### config.mk
export PLATFORM = sky130hd
export DESIGN_NAME = atm_txn_ctrl
export DESIGN_NICKNAME = d
export VERILOG_FILES = /design/src/rtl/atm_txn_ctrl.sv
export SDC_FILE = /design/constraint.sdc
export NUM_CORES = 1
export LEC_CHECK = 0
export CAP_MARGIN = 30
export CORE_ASPECT_RATIO = 0.6
export CORE_MARGIN = 2
export CORE_UTILIZATION = 57
export CTS_CLUSTER_SIZE = 40
export DETAILED_ROUTE_END_ITERATION = 8
export PLACE_DENSITY = 0.87
export SLEW_MARGIN = 20
export SYNTH_ARGS = -nofsm -noshare
export SYNTH_HDL_FRONTEND = slang
export SYNTH_SLANG_ARGS = --single-unit
### constraint.sdc
create_clock -name clk -period 5 [get_ports clk]
set_input_delay 0.75 -clock clk [delete_from_list [all_inputs] [get_ports clk]]
set_output_delay 0.75 -clock clk [all_outputs]
set_load 0.02 [all_outputs]
### src/rtl/atm_txn_ctrl.sv
// Session/transaction controller for the ATM: PIN retries with lockout, menu operations,
// inactivity timeout and card eject. Sits downstream of the card-handling stage.
module atm_txn_ctrl #(
    parameter int balance_width  = 20,
    parameter int max_attempts   = 3,
    parameter int timeout_cycles = 255
) (
    input  logic                     clk,
    input  logic                     rst,
    input  logic                     card_inserted,
    input  logic                     psw_submit,
    input  logic                     wrong_psw,
    input  logic [balance_width-1:0] balance,
    input  logic                     op_start,
    input  logic [1:0]               op_sel,
    input  logic [balance_width-1:0] amount,
    output logic                     op_done,
    output logic [balance_width-1:0] updated_balance,
    output logic [balance_width-1:0] shown_balance,
    output logic                     op_error,
    output logic                     card_out,
    output logic                     card_locked,
    output logic [2:0]               state_dbg
);

    localparam int BW = balance_width;
    localparam int TW = $clog2(timeout_cycles + 1);
    localparam int AW = $clog2(max_attempts + 1);

    typedef enum logic [2:0] {
        IDLE      = 3'd0,
        PSW_WAIT  = 3'd1,
        PSW_CHECK = 3'd2,
        MENU      = 3'd3,
        COMMIT    = 3'd4,
        SETTLE    = 3'd5,
        EJECT     = 3'd6
    } state_t;

    typedef enum logic [1:0] {
        OP_INQUIRY  = 2'b00,
        OP_WITHDRAW = 2'b01,
        OP_DEPOSIT  = 2'b10,
        OP_EXIT     = 2'b11
    } op_t;

    state_t        state;
    state_t        state_next;
    logic [TW-1:0] timer;
    logic [AW-1:0] attempts;

    logic [AW-1:0] attempts_inc;
    logic          lock_now;
    logic          timed_out;
    logic [BW:0]   sum_ext;
    logic          withdraw_bad;
    logic          deposit_bad;
    logic          timer_active;
    logic          timer_clear;

    assign attempts_inc = attempts + AW'(1);
    assign lock_now     = (attempts_inc == AW'(max_attempts));
    assign timed_out    = (timer == TW'(timeout_cycles));

    // Carry out of the BW+1 bit sum flags a deposit that would not fit in the balance.
    assign sum_ext      = {1'b0, balance} + {1'b0, amount};
    assign withdraw_bad = (amount == '0) || (amount > balance);
    assign deposit_bad  = (amount == '0) || sum_ext[BW];

    assign timer_active = (state == PSW_WAIT) || (state == MENU);
    assign timer_clear  = (state_next != state) || !timer_active
                        || (state == PSW_WAIT && psw_submit)
                        || (state == MENU && op_start);

    assign op_done   = (state == COMMIT);
    assign card_out  = (state == EJECT);
    assign state_dbg = state;

    // NOTE: every signal driven here gets its default first, so no path leaves it unassigned
    // and no latch is inferred.
    always_comb begin
        state_next = state;
        case (state)
            IDLE: begin
                if (card_inserted) state_next = PSW_WAIT;
            end
            PSW_WAIT: begin
                if (!card_inserted)   state_next = IDLE;
                else if (psw_submit)  state_next = PSW_CHECK;
                else if (timed_out)   state_next = EJECT;
            end
            PSW_CHECK: begin
                if (!card_inserted)   state_next = IDLE;
                else if (!wrong_psw)  state_next = MENU;
                else if (lock_now)    state_next = EJECT;
                else                  state_next = PSW_WAIT;
            end
            MENU: begin
                if (!card_inserted) begin
                    state_next = IDLE;
                end else if (op_start) begin
                    case (op_t'(op_sel))
                        OP_WITHDRAW: if (!withdraw_bad) state_next = COMMIT;
                        OP_DEPOSIT:  if (!deposit_bad)  state_next = COMMIT;
                        OP_EXIT:     state_next = EJECT;
                        default:     state_next = MENU;
                    endcase
                end else if (timed_out) begin
                    state_next = EJECT;
                end
            end
            // COMMIT always finishes so the card stage never sees a half-done transaction.
            COMMIT: state_next = SETTLE;
            SETTLE: begin
                if (!card_inserted) state_next = IDLE;
                else                state_next = MENU;
            end
            EJECT: begin
                if (!card_inserted) state_next = IDLE;
            end
            default: state_next = IDLE;
        endcase
    end

    // NOTE: sequential state uses non-blocking assignments only, so every register samples
    // pre-edge values regardless of statement order.
    always_ff @(posedge clk) begin
        if (rst) begin
            state           <= IDLE;
            timer           <= '0;
            attempts        <= '0;
            updated_balance <= '0;
            shown_balance   <= '0;
            op_error        <= 1'b0;
            card_locked     <= 1'b0;
        end else begin
            state    <= state_next;
            op_error <= 1'b0;

            if (timer_clear)     timer <= '0;
            else if (!timed_out) timer <= timer + TW'(1);

            case (state)
                IDLE: begin
                    if (card_inserted) begin
                        attempts      <= '0;
                        card_locked   <= 1'b0;
                        shown_balance <= '0;
                    end
                end
                PSW_CHECK: begin
                    if (card_inserted) begin
                        if (!wrong_psw) begin
                            attempts <= '0;
                        end else begin
                            attempts <= attempts_inc;
                            if (lock_now) card_locked <= 1'b1;
                        end
                    end
                end
                MENU: begin
                    if (card_inserted && op_start) begin
                        case (op_t'(op_sel))
                            OP_INQUIRY: shown_balance <= balance;
                            OP_WITHDRAW: begin
                                if (withdraw_bad) op_error <= 1'b1;
                                else              updated_balance <= balance - amount;
                            end
                            OP_DEPOSIT: begin
                                if (deposit_bad) op_error <= 1'b1;
                                else             updated_balance <= sum_ext[BW-1:0];
                            end
                            default: ;
                        endcase
                    end
                end
                COMMIT: shown_balance <= updated_balance;
                EJECT: begin
                    if (!card_inserted) card_locked <= 1'b0;
                end
                default: ;
            endcase
        end
    end

endmodule

==> results.json <==
{
  "status": "finished, final reports clean",
  "hold_path.class": "register to register",
  "first_global_vias": 4387,
  "root_buffer": "clkbuf_16",
  "die_width_um": 121,
  "ys_types": 64,
  "slew_violations": 0,
  "fin_skew_ns": 0.00422,
  "yosysTopAreaCell": "dfxtp_1",
  "syn_nets": 701,
  "async_flop_share_pct": 0,
  "critPathBufInv": 3,
  "drive_above_1_share_pct": 6.37,
  "crit_chain": "clkdlybuf4s50_1 > inv_1 > ha_1 > inv_1 > a2111oi_0 > a2111oi_0 > o41ai_1 > a21oi_1 > and4_1 > nor4_1 > xnor2_1 > a211oi_2",
  "drt_iter0_drc": 527,
  "cp.required_ns": 5.22,
  "syn-cell-area_um2": 4660,
  "drv_cap": 0,
  "diodes": 0,
  "grt_usage_pct": 33.1,
  "cts_buffer_depth": 2,
  "clk_pin_slew_ns": 0.07,
  "hold_path_depth": 2,
  "worstSetupPathType": "input pin to register",
  "avgSynthCellArea_um2": 7.71,
  "postCtsSetupBuffers": 0,
  "clock.fmax_mhz": 233,
  "row_count": 25,
  "viasPerCell": 6.39,
  "synth_edf_count": 0,
  "hold_path.startpoint": "updated_balance[8]",
  "insertion_delay_ns": 0.29,
  "nets": 770,
  "pwr_density_cell_nw_per_um2": 220,
  "min_to": "updated_balance[8]",
  "rsz0062_at_grt": "no",
  "fin_tns_setup_ns": 0,
  "ys_ff_latch": 55,
  "place_hpwl_um": 11500,
  "portBuffers": 94,
  "cts_resized": 0,
  "worstPathMaxFanout": 4,
  "firstDrtPassIters": 5,
  "worstPathArrival_ns": 4.52,
  "r2r-start": "state_dbg[0]",
  "p_leak_nw": 2.17,
  "slew_headroom_pct": 35.0,
  "finalWeightedCongestion": 0.944,
  "n_fill_cell": 633,
  "synth_cells": 605,
  "via_count": 5003,
  "post-route-period-util_pct": 86.0,
  "regToRegEndpoint": "updated_balance[14]",
  "wire_per_inst_um": 18.8,
  "synthFlopType": "dfxtp_1",
  "initial_utilization_pct": 58.9,
  "end_kind": "register",
  "yosysSeqAreaShare_pct": 23.6,
  "ant_nets": 0,
  "gr-total-overflow": 0,
  "synth_warnings": 0,
  "drc": 0,
  "core_area_um2": 7910,
  "final-setup-viol-count": 0,
  "antenna_found_initial": 0,
  "cts_tree": "built",
  "ff2ff_setup_slack_ns": 2.02,
  "clkSinkCount": 55,
  "crit_family": "compound AO/OA/AOI/OAI gates",
  "slowest_stage": "a2111oi_0",
  "final_cell_mix": "93 x clkdlybuf4s50_1, 70 x nor2_1, 55 x dfxtp_1, 50 x a21oi_1, 47 x inv_1",
  "cpPeakStageDelay_ns": 0.87,
  "synth_top_area_share_pct": 23.6,
  "syn2layout_area_growth_pct": 24.4,
  "synth_area_leaders": "dfxtp_1 24%, ha_1 12%, nor2_1 5.6%",
  "grt_max_degree": 46,
  "finalCriticalPeriod_ns": 4.30,
  "die_h_um": 74.1,
  "grt_pass1_wl_um": 23200,
  "final_common_cell": "clkdlybuf4s50_1",
  "numCtsBuffers": 5,
  "cts_htree_levels": 2,
  "die-area_um2": 8940,
  "postCtsHoldBufs": 0,
  "ff2ff_path_depth": 8,
  "cp-start-kind": "input pin",
  "finalHoldViolCount": 0,
  "max-vdd-ir-drop_mv": 0.214,
  "drt-total-wl_um": 14800,
  "pin_count": 95,
  "worstMarginPinSlew_ns": 0.951,
  "finalPower_mw": 1.28
}
## stage by stage
stage	setup slack [ns]	instances	instance area [um^2]	hold slack, ns	util (%)
5_1_grt	0.542	783	5800	0.501	73.3
2_1_floorplan	1.55	605	4660	0.461	-
3_5_place_dp	0.544	774	5620	0.466	71.0
3_3_place_gp	0.597	774	5620	0.457	71.0
6_report	0.700	783	5800	0.476	73.3
4_1_cts	0.829	782	5770	0.475	72.9
## layer usage
layer | GRT usage [%] | up-vias | wire, um
li1 | - | 2331 | -
met1 | 50.0 | 2348 | 6970
met2 | 49.0 | 307 | 5960
met3 | 7.52 | 17 | 1710
met4 | 5.04 | 0 | 120
met5 | 0 | - | 0
## state kept, by name, indices dropped and copies added (netlist names)
register	cells
shown_balance	20
state_dbg	3
attempts	2
timer	8
updated_balance	20
op_error	1
card_locked	1
## cell usage after synthesis (9+ instances only)
| cell | n |
|---|---|
| nand2b_1 | 9 |
| xnor2_1 | 15 |
| a211oi_2 | 12 |
| nor3_1 | 12 |
| inv_1 | 47 |
| nor4_1 | 9 |
| ha_1 | 46 |
| nand2_1 | 33 |
| nor2_1 | 70 |
| o21ai_0 | 21 |
| nor2b_1 | 10 |
| clkbuf_1 | 28 |
| dfxtp_1 | 55 |
| a22oi_1 | 20 |
| a21oi_1 | 50 |
| nand3_1 | 17 |
| a211oi_1 | 29 |
## worst reg2reg max path, cell delays in order (launching register included)
cell      delay (ns)
dfxtp_1         0.60
nor2b_1         0.25
and2_1          0.77
nand3_1         0.22
nor2_1          0.19
and2_1          0.15
buf_4           0.37
nor2_1          0.12
a211oi_2        0.22
## worst max-delay path by stage
stage / from / end / slack (ns) / cells past startpoint
after floorplan: amount[17] / updated_balance[0] / 1.55 / 14
after global routing: amount[6] / updated_balance[17] / 0.54 / 12
final: amount[6] / updated_balance[17] / 0.70 / 12
after global placement: amount[6] / updated_balance[17] / 0.60 / 12
after detailed placement: balance[0] / updated_balance[14] / 0.54 / 14
after CTS: balance[0] / updated_balance[14] / 0.83 / 14
## cells by family (layout without fill, tap and decap cells)
family | count (synthesis) | after routing | share of synthesized area (%)
AOI/OAI and AO/OA | 198 | 198 | 30.9
xor gates and xnor gates | 23 | 23 | 4.32
adders and majority gates | 48 | 48 | 13.2
buffers and inverters | 87 | 157 | 7.70
DFF | 55 | 55 | 23.6
muxes | 2 | 2 | 0.429
and+or+nand+nor | 192 | 192 | 19.8
## power breakdown
part | internal [mW] | total [mW] | switching (mW)
clock | 0.214 | 0.369 | 0.155
combinational | 0.186 | 0.444 | 0.258
sequential | 0.453 | 0.466 | 0.0127
## area by class of cell
| cell class | instances | area, um^2 | area share, % |
|---|---|---|---|
| well taps | 108 | 135 | 2.33 |
| inverters | 47 | 176 | 3.04 |
| multi-input cells | 463 | 3220 | 55.4 |
| flip-flops and latches | 55 | 1100 | 19.0 |
| repair buffers | 102 | 1020 | 17.5 |
| clock buffers | 8 | 156 | 2.70 |
Power figures use the tool's default switching activity.
